File: src/rtl/alu_pkg.sv
// rtl/alu_pkg.sv - shared op codes, flag indices and result-entry layout for the ALU result stage
package alu_pkg;

  // ALU op codes as driven on in_ctrl
  typedef enum logic [3:0] {
    ADD     = 4'd0,
    SUB     = 4'd1,
    AND     = 4'd2,
    OR      = 4'd3,
    XOR     = 4'd4,
    NOR     = 4'd5,
    SLL     = 4'd6,
    SRL     = 4'd7,
    SRA     = 4'd8,
    PASS_A  = 4'd9,
    PASS_B  = 4'd10,
    SLT     = 4'd11,
    SLTU    = 4'd12,
    BEQ     = 4'd13,
    BNEQ    = 4'd14,
    ILLEGAL = 4'd15
  } alu_op_e;

  // Bit positions inside the 4-bit flag field {neg, zero, cout, overflow}
  localparam int FLG_NEG  = 3;
  localparam int FLG_ZERO = 2;
  localparam int FLG_COUT = 1;
  localparam int FLG_OVF  = 0;

  // Flags stored for an illegal op: only zero set, matching the forced zero result
  localparam logic [3:0] ILLEGAL_FLAGS = 4'b0100;

  // Entry layout {res, flags, ctrl, illegal}; total width is W + ENT_META_W
  localparam int ENT_META_W   = 9;
  localparam int ENT_ILL      = 0;
  localparam int ENT_CTRL_LSB = 1;
  localparam int ENT_FLG_LSB  = 5;
  localparam int ENT_RES_LSB  = 9;

  // Ops whose result bit 0 is a branch/compare outcome
  function automatic logic is_branch_op(input logic [3:0] ctrl);
    return (ctrl >= SLT) && (ctrl <= BNEQ);
  endfunction

endpackage

File: src/rtl/alu_skid_buf.sv
// rtl/alu_skid_buf.sv - generic 2-entry valid/ready FIFO buffer with registered handshake outputs
module alu_skid_buf #(
  parameter int DW = 8
) (
  input  logic          clk,
  input  logic          rst_n,
  input  logic          in_valid,
  output logic          in_ready,
  input  logic [DW-1:0] in_data,
  output logic          out_valid,
  input  logic          out_ready,
  output logic [DW-1:0] out_data
);

  typedef enum logic [1:0] {
    S_EMPTY = 2'd0,
    S_ONE   = 2'd1,
    S_TWO   = 2'd2
  } state_t;

  state_t        state;
  logic [DW-1:0] head;
  logic [DW-1:0] tail;
  logic          in_ready_q;
  logic          out_valid_q;
  logic          push;
  logic          pop;

  // Handshakes only look at registered ready/valid, so out_ready never reaches in_ready
  assign push = in_valid & in_ready_q;
  assign pop  = out_valid_q & out_ready;

  // Buffer FSM: head is always the oldest entry; head is zeroed whenever the buffer empties
  always_ff @(posedge clk or negedge rst_n) begin
    if (!rst_n) begin
      state       <= S_EMPTY;
      head        <= '0;
      tail        <= '0;
      in_ready_q  <= 1'b1;
      out_valid_q <= 1'b0;
    end else begin
      case (state)
        S_EMPTY: begin
          if (push) begin
            head        <= in_data;
            out_valid_q <= 1'b1;
            state       <= S_ONE;
          end
        end
        S_ONE: begin
          if (push && pop) begin
            head <= in_data;
          end else if (push) begin
            tail       <= in_data;
            in_ready_q <= 1'b0;
            state      <= S_TWO;
          end else if (pop) begin
            head        <= '0;
            out_valid_q <= 1'b0;
            state       <= S_EMPTY;
          end
        end
        S_TWO: begin
          if (pop) begin
            head       <= tail;
            tail       <= '0;
            in_ready_q <= 1'b1;
            state      <= S_ONE;
          end
        end
        default: begin
          state       <= S_EMPTY;
          head        <= '0;
          tail        <= '0;
          in_ready_q  <= 1'b1;
          out_valid_q <= 1'b0;
        end
      endcase
    end
  end

  assign in_ready  = in_ready_q;
  assign out_valid = out_valid_q;
  assign out_data  = head;

endmodule

File: src/rtl/alu_result_stage.sv
// rtl/alu_result_stage.sv - registered ALU result stage: sanitising, skid buffer, sticky status, retire counter
module alu_result_stage
  import alu_pkg::*;
#(
  parameter int W     = 32,
  parameter int CNT_W = 16
) (
  input  logic             clk,
  input  logic             rst_n,
  input  logic             in_valid,
  output logic             in_ready,
  input  logic [3:0]       in_ctrl,
  input  logic [W-1:0]     in_res,
  input  logic             in_cout,
  input  logic             in_neg,
  input  logic             in_overflow,
  input  logic             in_zero,
  output logic             out_valid,
  input  logic             out_ready,
  output logic [W-1:0]     out_res,
  output logic [3:0]       out_flags,
  output logic [3:0]       out_ctrl,
  output logic             out_illegal,
  output logic             out_branch,
  input  logic             clear_sticky,
  output logic             sticky_carry,
  output logic             sticky_ovf,
  output logic             sticky_illegal,
  output logic [CNT_W-1:0] op_count
);

  localparam int ENT_W = W + ENT_META_W;

  logic             is_illegal;
  logic [3:0]       raw_flags;
  logic [3:0]       san_flags;
  logic [W-1:0]     san_res;
  logic [ENT_W-1:0] entry_in;
  logic [ENT_W-1:0] entry_out;
  logic             push;
  logic             pop;

  assign is_illegal = (in_ctrl == ILLEGAL);

  // Gather ALU flags into the {neg, zero, cout, overflow} field
  always_comb begin
    raw_flags           = '0;
    raw_flags[FLG_NEG]  = in_neg;
    raw_flags[FLG_ZERO] = in_zero;
    raw_flags[FLG_COUT] = in_cout;
    raw_flags[FLG_OVF]  = in_overflow;
  end

  // An illegal op leaves the ALU result undefined, so it is replaced before reaching a flop
  assign san_res   = is_illegal ? '0 : in_res;
  assign san_flags = is_illegal ? ILLEGAL_FLAGS : raw_flags;
  assign entry_in  = {san_res, san_flags, in_ctrl, is_illegal};

  alu_skid_buf #(
    .DW (ENT_W)
  ) u_skid (
    .clk       (clk),
    .rst_n     (rst_n),
    .in_valid  (in_valid),
    .in_ready  (in_ready),
    .in_data   (entry_in),
    .out_valid (out_valid),
    .out_ready (out_ready),
    .out_data  (entry_out)
  );

  assign out_res     = entry_out[ENT_RES_LSB +: W];
  assign out_flags   = entry_out[ENT_FLG_LSB +: 4];
  assign out_ctrl    = entry_out[ENT_CTRL_LSB +: 4];
  assign out_illegal = entry_out[ENT_ILL];
  // The buffer zeroes its head when empty, and op 0 is not a branch, so this is 0 when empty
  assign out_branch  = is_branch_op(out_ctrl) & out_res[0];

  assign push = in_valid & in_ready;
  assign pop  = out_valid & out_ready;

  // Sticky status: clear drops old state, a same-cycle set still lands
  always_ff @(posedge clk or negedge rst_n) begin
    if (!rst_n) begin
      sticky_carry   <= 1'b0;
      sticky_ovf     <= 1'b0;
      sticky_illegal <= 1'b0;
    end else begin
      sticky_carry   <= (sticky_carry & ~clear_sticky) | (push & (in_ctrl <= SUB) & in_cout);
      sticky_ovf     <= (sticky_ovf & ~clear_sticky) | (push & in_overflow);
      sticky_illegal <= (sticky_illegal & ~clear_sticky) | (push & is_illegal);
    end
  end

  // Retired-op counter, free-running wrap on overflow
  always_ff @(posedge clk or negedge rst_n) begin
    if (!rst_n) begin
      op_count <= '0;
    end else if (pop) begin
      op_count <= op_count + 1'b1;
    end
  end

endmodule

File: config.mk
export PLATFORM = sky130hd
export DESIGN_NAME = alu_result_stage
export DESIGN_NICKNAME = d
export VERILOG_FILES = /design/src/rtl/alu_pkg.sv /design/src/rtl/alu_skid_buf.sv /design/src/rtl/alu_result_stage.sv
export SDC_FILE = /design/constraint.sdc
export NUM_CORES = 1
export LEC_CHECK = 0
export ABC_CLOCK_PERIOD_IN_PS = 1800
export BUFFER_PORTS_ARGS = -buffer_cell sky130_fd_sc_hd__buf_2
export CAP_MARGIN = 15
export CORE_MARGIN = 4
export CORE_UTILIZATION = 40
export CTS_CLUSTER_DIAMETER = 50
export DETAILED_ROUTE_END_ITERATION = 6
export GPL_TIMING_DRIVEN = 0
export PLACE_DENSITY_LB_ADDON = 0.3
export SYNTH_ARGS = -nofsm -noshare
export SYNTH_HDL_FRONTEND = slang
export SYNTH_SLANG_ARGS = --single-unit
File: constraint.sdc
create_clock -name clk -period 1.8 [get_ports clk]
set_input_delay 0 -clock clk [delete_from_list [all_inputs] [get_ports clk]]
set_output_delay 0 -clock clk [all_outputs]
set_load 0.03 [all_outputs]
==> parameters.txt, run 1 <==
Parameter                              Value

Placement
  Number of port buffers ... 107
  Cell Area, Placed ... 5790 sq um
  Placement-stage worst setup slack ... -0.194 ns
  Sum of net half-perimeters after detailed placement ... 8.73 mm
  Routability cong. ... 0.821

Timing
  Worst-case headroom to the max-slew limit ... 49.4%
  Setup violators final ... 0
  Final period util ... 95.3%
  Least setup slack across all paths after layout ... 0.0847 ns
  F_max ... 583 MHz
  Final worst hold slack ... 0.0242 ns
  Number of hold violations in the final report ... 0
  Total count of max-transition violations in the final report ... 0
  Slew of the pin with the lowest slew margin ... 0.759 ns
  Worst clock skew ... 0.00507 ns
  Unrepaired setup endpoints after global routing ... no
  Min cycle time layout ... 1.72 ns

Route
  Detailed Route Iter0 Violations ... 195
  Antenna viol nets, final ... 0
  Total routed wirelength ... 12.7 mm
  Final routed wire length divided by cell count ... 15.8 microns
  Total number of vias ... 4047
  DR vias/cell ... 5.03
  DRT Pass-1 Iters ... 5
  Number of DRC violations after detailed routing ... 0

Synthesis
  Netlist area before placement ... 5020 sq um
  Sequential area share after synthesis ... 52.4%
  Async set-or-reset flop fraction in the synthesized netlist ... 100%
  Synth Area per Inst ... 10.6 sq um
  Net count after synthesis ... 519
  Number of distinct library cells after synthesis ... 45
  Warnings, synthesis ... 0
  Flip-flop and latch count after synthesis ... 105
  Synthesized netlist cell count ... 473
  Synth Flop Type ... sky130_fd_sc_hd__dfrtp_1
  Post-synth EDFFs ... 0

Global route
  First-pass GRT wire length ... 20.7 mm
  Global routing usage summed across all routing layers ... 18.0%
  Remaining global-route overflow ... 0
  Maximum number of pins on one net before global-route repair ... 58
  Initial antenna violation count ... 0
  Vias in the first global route ... 4022

Floorplan
  Standard-cell row count ... 40
  Overall die width ... 120 microns
  Die Outline Area ... 14400 sq um
  Core Area ... 12200 sq um
  Starting density of the core ... 41.2%
  Vertical die dimension ... 120 microns
  Boundary Pins ... 108

Layout
  Leading cell types in the layout, fill and taps excluded ... sky130_fd_sc_hd__buf_2, sky130_fd_sc_hd__dfrtp_1, sky130_fd_sc_hd__nand2_1
  Antenna Diode Count ... 0
  Number of nets in the layout ... 682
  Filler Cells Inserted ... 1080
  Proportion of layout cells with a drive suffix above 1 ... 30.8%
  Commonest non-fill, non-tap cell in the layout ... sky130_fd_sc_hd__buf_2
  Area growth from synthesis to layout ... 30.6%
  Final instance area ... 6550 sq um
  Fraction of the core area covered by cells at the end of the flow ... 53.9%

Critical path
  Worst endpoint data arrival time ... 1.99 ns
  CP startpoint kind ... flop
  Cells on worst reg2reg path ... 6
  Setup slack, reg-to-reg ... 0.08 ns
  Slowest cell on the critical path ... sky130_fd_sc_hd__dfstp_2
  Setup Crit Path Kind ... flop to flop
  Worst setup EP type ... flop
  Data required time at the worst endpoint ... 2.07 ns
  Peak fanout along the critical path ... 10
  Cell chain of the critical path ... and3b_1, clkbuf_4, nor2_1, o21a_2, clkbuf_8, o21ai_1
  Endpoint of the lowest-slack register-to-register path ... u_skid.out_data[36]$_DFFE_PN0P_
  Worst path max stage delay ... 0.58 ns
  Startpoint of the lowest-slack register-to-register path ... u_skid.in_ready$_DFFE_PN1P_

Clock tree
  # clock sinks ... 105
  CTS tree ... yes
  Clock insertion delay at the later pin of the skew report ... 0.35 ns
  Buffer type at the clock tree root ... sky130_fd_sc_hd__clkbuf_16
  Number of buffers between clock root and the deepest sink ... 2
  H-tree levels ... 3
  Clock Pin Slew Worst Setup and Hold Paths ... 0.06 ns
  Total clock buffers created by CTS ... 9

Pwr
  Static power due to leakage ... 3.14 nW
  Total power per unit cell area ... 1590 nW/um^2
  Maximum vdd drop ... 729 uV

Worst hold path
  Hold path endpoint ... u_skid.out_valid$_DFFE_PN0P_
  Hold/Removal Path Class ... input pin to flop
  Hold path startpoint ... out_ready
  Count of cells along the worst hold path ... 4

Run
  Number of maximum-capacitance violations ... 0

Outcome
  Outcome ... completed
-- critical path, delay by kind of cell (launching register included) --
family,cells,cell delay [ns]
flops,1,0.58
compound gates,2,0.43
simple gates,2,0.25
buf+inv,2,0.38
-- routing by layer --
| metal | part of all wire (%) | global-route usage [%] |
|---|---|---|
| met2 | 50 | 29.2 |
| met5 | 0 | 0 |
| met4 | 0.95 | 5.30 |
| met1 | 44 | 23.6 |
| met3 | 5.3 | 4.90 |
-- Yosys cell counts, types with 11 or more instances --
cell type,count,area share (%)
sky130_fd_sc_hd__a22oi_1,17,2.5
sky130_fd_sc_hd__a22oi_2,20,5.0
sky130_fd_sc_hd__dfrtp_1,104,52
sky130_fd_sc_hd__inv_1,45,3.4
sky130_fd_sc_hd__mux2i_1,40,8.0
sky130_fd_sc_hd__nand2_1,88,6.6
sky130_fd_sc_hd__nand3_1,11,1.1
sky130_fd_sc_hd__o21ai_1,18,1.8
sky130_fd_sc_hd__o21ai_2,13,2.3
-- stage by stage --
step / std cells / total power, mW / TNS (ns)
floorplan: 473 / 6.94 / 0
global placement: 748 / 8.18 / -46.77
detailed placement: 749 / 8.31 / -3.99
CTS: 803 / 10.4 / 0
global route: 805 / 11.1 / 0
finish: 805 / 10.4 / 0
-- how the worst max path moves through the flow --
stage | start | endpoint | slack (ns) | cells past startpoint
6_report | u_skid.in_ready$_DFFE_PN1P_ | u_skid.out_data[36]$_DFFE_PN0P_ | 0.08 | 6
5_1_grt | u_skid.in_ready$_DFFE_PN1P_ | u_skid.out_data[2]$_DFFE_PN0P_ | 0.003 | 5
4_1_cts | u_skid.in_ready$_DFFE_PN1P_ | u_skid.out_data[20]$_DFFE_PN0P_ | 0.003 | 6
3_5_place_dp | u_skid.state[1]$_DFFE_PN0P_ | u_skid.tail[39]$_DFFE_PN0P_ | -0.19 | 6
3_3_place_gp | rst_n | u_skid.out_data[24]$_DFFE_PN0P_ | -0.43 | 1
2_1_floorplan | u_skid.in_ready$_DFFE_PN1P_ | u_skid.out_data[2]$_DFFE_PN0P_ | 0.1 | 5
-- flip-flops by register name, indices dropped and copies added (netlist names) --
register          flops
u_skid.state          2
sticky_ovf            1
op_count             16
u_skid.out_valid      1
u_skid.in_ready       1
u_skid.tail          41
sticky_carry          1
sticky_illegal        1
u_skid.out_data      41
-- layout make-up --
| cell class | count | area, sq um | share of cell area (%) |
|---|---|---|---|
| sequential | 105 | 2630 | 40.1 |
| clock inverter | 1 | 30.0 | 0.458 |
| tap | 168 | 210 | 3.21 |
| timing repair buffer | 152 | 1010 | 15.5 |
| buffer | 31 | 240 | 3.67 |
| inverter | 45 | 169 | 2.58 |
| clock buffer | 11 | 243 | 3.70 |
| multi-input combinational | 292 | 2020 | 30.8 |
-- kinds of logic (layout without fill, tap and decap cells) --
logic type      count (synthesis)  count (layout)  share of synthesized area (%)
compound gates                 96              96                           15.9
flops                         105             105                           52.4
fa+ha+maj                       1               1                          0.249
xor+xnor                       16              16                           2.79
mux                            41              41                           8.21
buf+inv                        76             240                           7.61
simple gates                  138             138                           12.8
-- power breakdown --
group | internal, mW | leakage [nW] | switching (mW)
sequential | 3.05 | 1.39 | 0.464
clock | 1.09 | 0.133 | 0.819
combinational | 1.87 | 1.61 | 3.11
total | 6.00 | 3.14 | 4.40
-- repair_timing --
action / CTS / global route
resized for setup: 9 / 11
hold buffers: 42 / 0
pin swaps: 1 / 2
cloned: 0 / 0
endpoints found under the setup margin: 51 / 48
hold endpoints to repair: 136 / 0
buffers inserted: 0 / 2
(Power assumes the default switching activity.)
==> run 2: changes to the inputs <==
ABC_AREA = 1   (was unset)
SKIP_CTS_REPAIR_TIMING = 1   (was unset)
==> run 2 against run 1 <==
Effect of this change:
- the flow now finishes with violations (negative hold slack)
- sequential cell count is the same
- via count increased by 13%
- worst setup slack improved by 0.050 ns
- first-iteration DRC count is 37% higher
- cell area fell by 4.6%
- clock power fell by 7%
- area after synthesis increased by 1.8%
- critical path type unchanged
- largest power group is now sequential cells
==> parameters.txt, run 2 <==
Parameter                              Value

Synthesis
  Area share of the largest cell type after synthesis ... 51.0% (-0.92 points)
  Netlist area before placement ... 5110 sq um (+1.8%)
  Sequential area share after synthesis ... 51.5% (-0.92 points)
  Leading cell types by total area after synthesis ... sky130_fd_sc_hd__dfrtp_1, sky130_fd_sc_hd__nand2_1, sky130_fd_sc_hd__o21ai_1
  Most common cell in the netlist ... sky130_fd_sc_hd__nand2_1
  Post-synth EDFFs ... 0 (unchanged)
  Synth Flop Type ... sky130_fd_sc_hd__dfrtp_1
  Cell type with the largest total area after synthesis ... sky130_fd_sc_hd__dfrtp_1
  Synthesized netlist cell count ... 694 (+47%)
  Ranking of synthesized cells by instance count ... sky130_fd_sc_hd__nand2_1, sky130_fd_sc_hd__dfrtp_1, sky130_fd_sc_hd__inv_1
  Synth Area per Inst ... 7.36 sq um (-31%)
  Flip-flop and latch count after synthesis ... 105 (unchanged)
  Net count after synthesis ... 740 (+43%)
  Warnings, synthesis ... 0 (unchanged)
  Number of distinct library cells after synthesis ... 28 (-38%)
  Async set-or-reset flop fraction in the synthesized netlist ... 100% (unchanged)

Timing
  Slew of the pin with the lowest slew margin ... 0.704 ns (-0.0556 ns)
  Worst clock skew ... 0.00494 ns (-0.000135 ns)
  Number of hold violations in the final report ... 14 (+14)
  Unrepaired setup endpoints after global routing ... no
  Total count of max-transition violations in the final report ... 0 (unchanged)
  Final worst hold slack ... -0.0200 ns (-0.0442 ns)
  Least setup slack across all paths after layout ... 0.134 ns (+0.0498 ns)
  Setup violators final ... 0 (unchanged)
  Final period util ... 92.5% (-2.8 points)
  F_max ... 600 MHz (+3.0%)
  Worst-case headroom to the max-slew limit ... 53.1% (+3.7 points)
  Min cycle time layout ... 1.67 ns (-0.0498 ns)

Critical path
  Setup slack, reg-to-reg ... 0.13 ns (+0.05 ns)
  Data required time at the worst endpoint ... 2.04 ns (-0.03 ns)
  CP startpoint kind ... flop
  Worst endpoint data arrival time ... 1.90 ns (-0.09 ns)
  Setup Crit Path Kind ... flop to flop
  Endpoint of the lowest-slack register-to-register path ... u_skid.out_data[40]$_DFFE_PN0P_
  Crit-path most repeated cell ... sky130_fd_sc_hd__nand2_1
  Slowest cell on the critical path ... sky130_fd_sc_hd__dfstp_2
  Peak fanout along the critical path ... 10 (unchanged)
  Worst setup EP type ... flop
  Cells on worst reg2reg path ... 8 (+2)
  Cell chain of the critical path ... nand2_2, nand2_1, nand2_1, nor2_4, inv_2, buf_2, nand2_1, nand2_1
  Worst path max stage delay ... 0.57 ns (about the same)
  Startpoint of the lowest-slack register-to-register path ... u_skid.in_ready$_DFFE_PN1P_

Layout
  Leading cell types in the layout, fill and taps excluded ... sky130_fd_sc_hd__nand2_1, sky130_fd_sc_hd__buf_2, sky130_fd_sc_hd__dfrtp_1
  Area growth from synthesis to layout ... 22.4%
  Antenna Diode Count ... 0 (unchanged)
  Proportion of layout cells with a drive suffix above 1 ... 19.4% (-11 points)
  Final instance area ... 6250 sq um (-4.6%)
  Number of nets in the layout ... 869 (+27%)
  Fraction of the core area covered by cells at the end of the flow ... 49.7% (-4.2 points)
  Commonest non-fill, non-tap cell in the layout ... sky130_fd_sc_hd__nand2_1

Route
  Total routed wirelength ... 12.6 mm (-1.3%)
  Detailed Route Iter0 Violations ... 267 (+37%)
  Final routed wire length divided by cell count ... 12.6 microns (-20%)
  DR vias/cell ... 4.57 (-9.0%)
  DRT Pass-1 Iters ... 5 (unchanged)
  Number of DRC violations after detailed routing ... 0 (unchanged)
  Total number of vias ... 4561 (+13%)
  Antenna viol nets, final ... 0 (unchanged)

Pwr
  Share of total power consumed by net switching ... 21.6% (-21 points)
  Static power due to leakage ... 3.52 nW (+12%)
  Total power per unit cell area ... 691 nW/um^2 (-56%)
  Power share of the combinational group ... 4.4% (-44 points)
  Internal power of the cells ... 3.39 mW (-44%)
  Maximum vdd drop ... 336 uV (-54%)
  Seq pwr share ... 54.6% (+21 points)
  Switching power summed over all nets ... 0.932 mW (-79%)
  Share of total power in the clock network ... 40.9% (+23 points)

Clock tree
  Buffer type at the clock tree root ... sky130_fd_sc_hd__clkbuf_16
  Clock insertion delay at the later pin of the skew report ... 0.35 ns (about the same)
  # clock sinks ... 105 (unchanged)
  CTS tree ... yes
  Total clock buffers created by CTS ... 9 (unchanged)
  H-tree levels ... 3 (unchanged)
  Number of buffers between clock root and the deepest sink ... 2 (unchanged)
  Clock Pin Slew Worst Setup and Hold Paths ... 0.07 ns (about the same)

Outcome
  Outcome ... finished, violations left
  Violations in the final reports ... negative hold slack

Floorplan
  Core Area ... 12600 sq um (+3.3%)
  Starting density of the core ... 40.6% (-0.62 points)
  Vertical die dimension ... 121 microns (+0.84%)
  Boundary Pins ... 108 (unchanged)
  Die Outline Area ... 14600 sq um (+1.7%)
  Overall die width ... 121 microns (+0.84%)
  Standard-cell row count ... 41 (+2.5%)

Worst hold path
  Hold path startpoint ... in_res[8]
  Count of cells along the worst hold path ... 5 (+1)
  Hold path endpoint ... u_skid.tail[17]$_DFFE_PN0P_
  Hold/Removal Path Class ... input pin to flop

Global route
  Vias in the first global route ... 4285 (+6.5%)
  Initial antenna violation count ... 0 (unchanged)
  Maximum number of pins on one net before global-route repair ... 55 (-5.2%)
  Global routing usage summed across all routing layers ... 17.8% (-0.18 points)
  First-pass GRT wire length ... 20.8 mm (+0.47%)
  Remaining global-route overflow ... 0 (unchanged)

Placement
  Placement-stage worst setup slack ... -0.0130 ns (+0.181 ns)
  Number of port buffers ... 107 (unchanged)
  Routability cong. ... 0.806 (-1.9%)
  Sum of net half-perimeters after detailed placement ... 8.89 mm (+1.9%)
  Cell Area, Placed ... 5890 sq um (+1.6%)

Run
  Number of maximum-capacitance violations ... 0 (unchanged)
==> run 2: cell types whose count changed in the layout (fill, tap and decap cells not counted), sizes merged, moves of 11 or more <==
cell         before  now
mux2i            40    0
nor2              9   54
a22oi            37    0
nand2            88  367
inv              45   56
dlygate4sd3      42    9
==> run 2: critical path: cells and delay by family, from the launching register on <==
family,cells,cell delay [ns]
and+or+nand+nor,6,0.67
DFF,1,0.57
buffers and inverters,2,0.31
==> run 2: worst max-delay path by stage <==
stage / to / startpoint / slack [ns]
CTS: u_skid.out_data[12]$_DFFE_PN0P_ / u_skid.in_ready$_DFFE_PN1P_ / -0.03
global route: u_skid.out_data[29]$_DFFE_PN0P_ / u_skid.in_ready$_DFFE_PN1P_ / 0.03
finish: u_skid.out_data[40]$_DFFE_PN0P_ / u_skid.in_ready$_DFFE_PN1P_ / 0.13
global placement: op_count[14]$_DFFE_PN0N_ / rst_n / -0.54
detailed placement: u_skid.out_data[12]$_DFFE_PN0P_ / u_skid.in_ready$_DFFE_PN1P_ / -0.01
floorplan: u_skid.tail[10]$_DFFE_PN0P_ / u_skid.in_ready$_DFFE_PN1P_ / 0.23
==> run 2: power by group through the flow <==
stage / clock [mW] / combinational [mW] / sequential [mW]
floorplan: 0 / 0.0549 / 2.40
global placement: 0 / 0.172 / 2.40
detailed placement: 0 / 0.180 / 2.40
CTS: 1.83 / 0.180 / 2.36
global route: 1.91 / 0.222 / 2.36
finish: 1.77 / 0.191 / 2.36
==> run 2: through the flow <==
stage | power [mW] | TNS (ns) | instances | hold slack, ns
6_report | 4.32 | 0 | 997 | -0.0200
5_1_grt | 4.49 | 0 | 997 | 0.00312
4_1_cts | 4.37 | -0.552 | 987 | -0.281
3_5_place_dp | 2.58 | -0.0527 | 974 | 0.0934
3_3_place_gp | 2.58 | -55.63 | 973 | 0.219
2_1_floorplan | 2.46 | 0 | 694 | -0.296
==> run 2: area by class of cell <==
class	count	area (sq um)
timing repair buffer	118	663
inverter	56	210
sequential	105	2630
fill	1301	6320
buffer	33	206
multi-input combinational	500	2070
tap	172	215
clock inverter	1	5.00
clock buffer	12	246
==> run 2: per-layer routing <==
layer | routed length [microns] | share of wire [%] | track usage, % | up-vias
li1 | - | - | - | 2344
met1 | 6100 | 49 | 24.6 | 2096
met2 | 5720 | 46 | 28.2 | 109
met3 | 550 | 4.4 | 3.03 | 12
met4 | 192 | 1.5 | 6.52 | 0
met5 | 0 | 0 | 0 | -
==> run 2: logic make-up after synthesis <==
| group | count (synthesis) | share of synthesized area, % |
|---|---|---|
| AOI/OAI and AO/OA | 56 | 5.73 |
| adders and majority gates | 1 | 0.245 |
| and+or+nand+nor | 432 | 32.5 |
| DFF | 105 | 51.5 |
| xor gates and xnor gates | 11 | 1.89 |
| buffers and inverters | 89 | 8.16 |
==> run 3: changes to the inputs <==
CORE_MARGIN = unset   (was 4)
==> run 3 against run 2 <==
Effect of this change:
- the flow still finishes with violations (negative hold slack)
- first-iteration DRC count grew 6.4%
- total power rose by 3.4%
- critical path depth did not move
- sequential power about the same
- clock skew is 0.0021 ns higher
- clock power grew 8%
- maximum frequency down 2.0%
- core utilization up 2.1 points
- worst setup slack got worse by 0.034 ns
- worst hold slack worse by 0.0051 ns
==> parameters.txt, run 3 (synthesis results as in run 2) <==
Parameter                              Value

Outcome
  Outcome ... finished, violations left
  Violations in the final reports ... negative hold slack

Layout
  Filler Cells Inserted ... 1260 (-3.2%)
  Fraction of the core area covered by cells at the end of the flow ... 51.8% (+2.1 points)
  Area growth from synthesis to layout ... 23.9%
  Antenna Diode Count ... 0 (unchanged)
  Proportion of layout cells with a drive suffix above 1 ... 19.8% (+0.39 points)
  Leading cell types in the layout, fill and taps excluded ... sky130_fd_sc_hd__nand2_1, sky130_fd_sc_hd__buf_2, sky130_fd_sc_hd__dfrtp_1
  Commonest non-fill, non-tap cell in the layout ... sky130_fd_sc_hd__nand2_1
  Fin cells ... 1002 (+0.50%)
  Number of nets in the layout ... 875 (+0.69%)
  Area of the multi-input gates ... 2080 sq um (+0.12%)
  Register cell area after layout ... 2630 sq um (unchanged)

Global route
  First-pass GRT wire length ... 20.4 mm (-1.7%)
  Vias in the first global route ... 4189 (-2.2%)
  Maximum number of pins on one net before global-route repair ... 70 (+27%)
  Global routing usage summed across all routing layers ... 20.0% (+2.2 points)
  Initial antenna violation count ... 0 (unchanged)
  Remaining global-route overflow ... 0 (unchanged)

Timing
  Total count of max-transition violations in the final report ... 0 (unchanged)
  Setup violators final ... 0 (unchanged)
  F_max ... 588 MHz (-2.0%)
  Final period util ... 94.4% (+1.9 points)
  Number of hold violations in the final report ... 15 (+1)
  Worst-case headroom to the max-slew limit ... 64.7% (+12 points)
  Final worst hold slack ... -0.0251 ns (-0.00514 ns)
  Slew of the pin with the lowest slew margin ... 0.529 ns (-0.174 ns)
  Worst clock skew ... 0.00708 ns (+0.00215 ns)
  Min cycle time layout ... 1.70 ns (+0.0341 ns)
  Least setup slack across all paths after layout ... 0.100 ns (-0.0341 ns)

Clock tree
  # clock sinks ... 105 (unchanged)
  Clock Pin Slew Worst Setup and Hold Paths ... 0.07 ns (about the same)
  Total clock buffers created by CTS ... 9 (unchanged)
  H-tree levels ... 3 (unchanged)
  Buffer type at the clock tree root ... sky130_fd_sc_hd__clkbuf_16
  Clock insertion delay at the later pin of the skew report ... 0.35 ns (about the same)
  Number of buffers between clock root and the deepest sink ... 2 (unchanged)
  CTS tree ... yes

Critical path
  CP startpoint kind ... flop
  Peak fanout along the critical path ... 10 (unchanged)
  Worst endpoint data arrival time ... 1.95 ns (+0.05 ns)
  Setup slack, reg-to-reg ... 0.10 ns (-0.03 ns)
  Worst setup EP type ... flop
  Endpoint of the lowest-slack register-to-register path ... u_skid.out_data[11]$_DFFE_PN0P_
  Setup Crit Path Kind ... flop to flop
  Cells on worst reg2reg path ... 8 (unchanged)
  Startpoint of the lowest-slack register-to-register path ... u_skid.in_ready$_DFFE_PN1P_
  Data required time at the worst endpoint ... 2.05 ns (about the same)

Route
  DRT Pass-1 Iters ... 5 (unchanged)
  Total routed wirelength ... 12.5 mm (-0.22%)
  Detailed Route Iter0 Violations ... 284 (+6.4%)
  DR vias/cell ... 4.63 (+1.2%)
  Antenna viol nets, final ... 0 (unchanged)
  Total number of vias ... 4638 (+1.7%)
  Number of DRC violations after detailed routing ... 0 (unchanged)
  Final routed wire length divided by cell count ... 12.5 microns (-0.72%)

Worst hold path
  Hold path endpoint ... u_skid.tail[33]$_DFFE_PN0P_
  Count of cells along the worst hold path ... 5 (unchanged)
  Hold/Removal Path Class ... input pin to flop
  Hold path startpoint ... in_res[24]

Pwr
  Switching power summed over all nets ... 0.972 mW (+4.3%)
  Maximum vdd drop ... 333 uV (-0.83%)
  Total power per unit cell area ... 706 nW/um^2 (+2.1%)
  Seq pwr share ... 52.8% (-1.8 points)
  Share of total power consumed by net switching ... 21.8% (+0.19 points)
  Internal power of the cells ... 3.49 mW (+3.2%)
  Overall power after layout ... 4.46 mW (+3.4%)
  Share of total power in the clock network ... 42.8% (+1.9 points)
  Static power due to leakage ... 3.57 nW (+1.3%)
  Power share of the combinational group ... 4.4% (about the same)

Floorplan
  Vertical die dimension ... 115 microns (-5.0%)
  Overall die width ... 115 microns (-5.0%)
  Boundary Pins ... 108 (unchanged)
  Starting density of the core ... 41.8% (+1.2 points)
  Standard-cell row count ... 40 (-2.4%)
  Core Area ... 12200 sq um (-2.8%)
  Die Outline Area ... 13200 sq um (-9.7%)

Run
  Number of maximum-capacitance violations ... 0 (unchanged)

Placement
  Routability cong. ... 0.812 (+0.77%)
  Sum of net half-perimeters after detailed placement ... 8.53 mm (-4.1%)
  Number of port buffers ... 107 (unchanged)
  Cell count after placement ... 970 (-0.41%)
  Placement-stage worst setup slack ... -0.0509 ns (-0.0379 ns)
==> run 3: changes by cell type in the layout (fill, tap and decap cells not counted), sizes merged <==
cell	change
dlygate4sd3	+3
clkbuf	+4
clkinv	-1
buf	+3
==> run 3: how the worst max path moves through the flow <==
stage	to	slack (ns)	startpoint
2_1_floorplan	u_skid.tail[10]$_DFFE_PN0P_	0.23	u_skid.in_ready$_DFFE_PN1P_
3_3_place_gp	op_count[14]$_DFFE_PN0N_	-0.53	rst_n
3_5_place_dp	u_skid.out_data[11]$_DFFE_PN0P_	-0.05	u_skid.in_ready$_DFFE_PN1P_
4_1_cts	u_skid.out_data[11]$_DFFE_PN0P_	-0.07	u_skid.in_ready$_DFFE_PN1P_
5_1_grt	u_skid.out_data[11]$_DFFE_PN0P_	-0.02	u_skid.in_ready$_DFFE_PN1P_
6_report	u_skid.out_data[11]$_DFFE_PN0P_	0.10	u_skid.in_ready$_DFFE_PN1P_
==> run 3: routing by layer <==
layer	global-route usage (%)	routed length (microns)
met4	9.09	204
met5	0	0
met3	2.74	476
met1	27.4	6180
met2	31.6	5670
==> run 3: layout make-up <==
cell class / instances / share of cell area, %
inverter: 56 / 3.32
multi-input combinational: 500 / 32.8
clock buffer: 16 / 4.45
tap: 168 / 3.32
timing repair buffer: 124 / 11.3
sequential: 105 / 41.5
buffer: 33 / 3.26
==> run 3: power by group through the flow <==
stage	Sequential (mW)	Combinational [mW]	Clock [mW]
finish	2.36	0.195	1.91
global route	2.36	0.223	2.03
CTS	2.36	0.181	1.95
detailed placement	2.40	0.180	0
global placement	2.40	0.172	0
floorplan	2.40	0.0549	0
==> run 3: per-stage QoR <==
stage	instance area, sq um	TNS [ns]
floorplan	5110	0
detailed placement	5880	-1.35
global route	6330	-0.0681
CTS	6160	-2.13
finish	6330	0
global placement	5850	-54.67
==> run 3: worst max-delay path, cell delays in order (launching register included) <==
cell                      delay [ns]
sky130_fd_sc_hd__dfstp_2        0.57
sky130_fd_sc_hd__nand2_2        0.14
sky130_fd_sc_hd__nand2_1        0.12
sky130_fd_sc_hd__nand2_1        0.11
sky130_fd_sc_hd__nor2_4         0.20
sky130_fd_sc_hd__inv_2          0.11
sky130_fd_sc_hd__buf_2          0.20
sky130_fd_sc_hd__nand2_1        0.09
sky130_fd_sc_hd__nand2_1        0.05
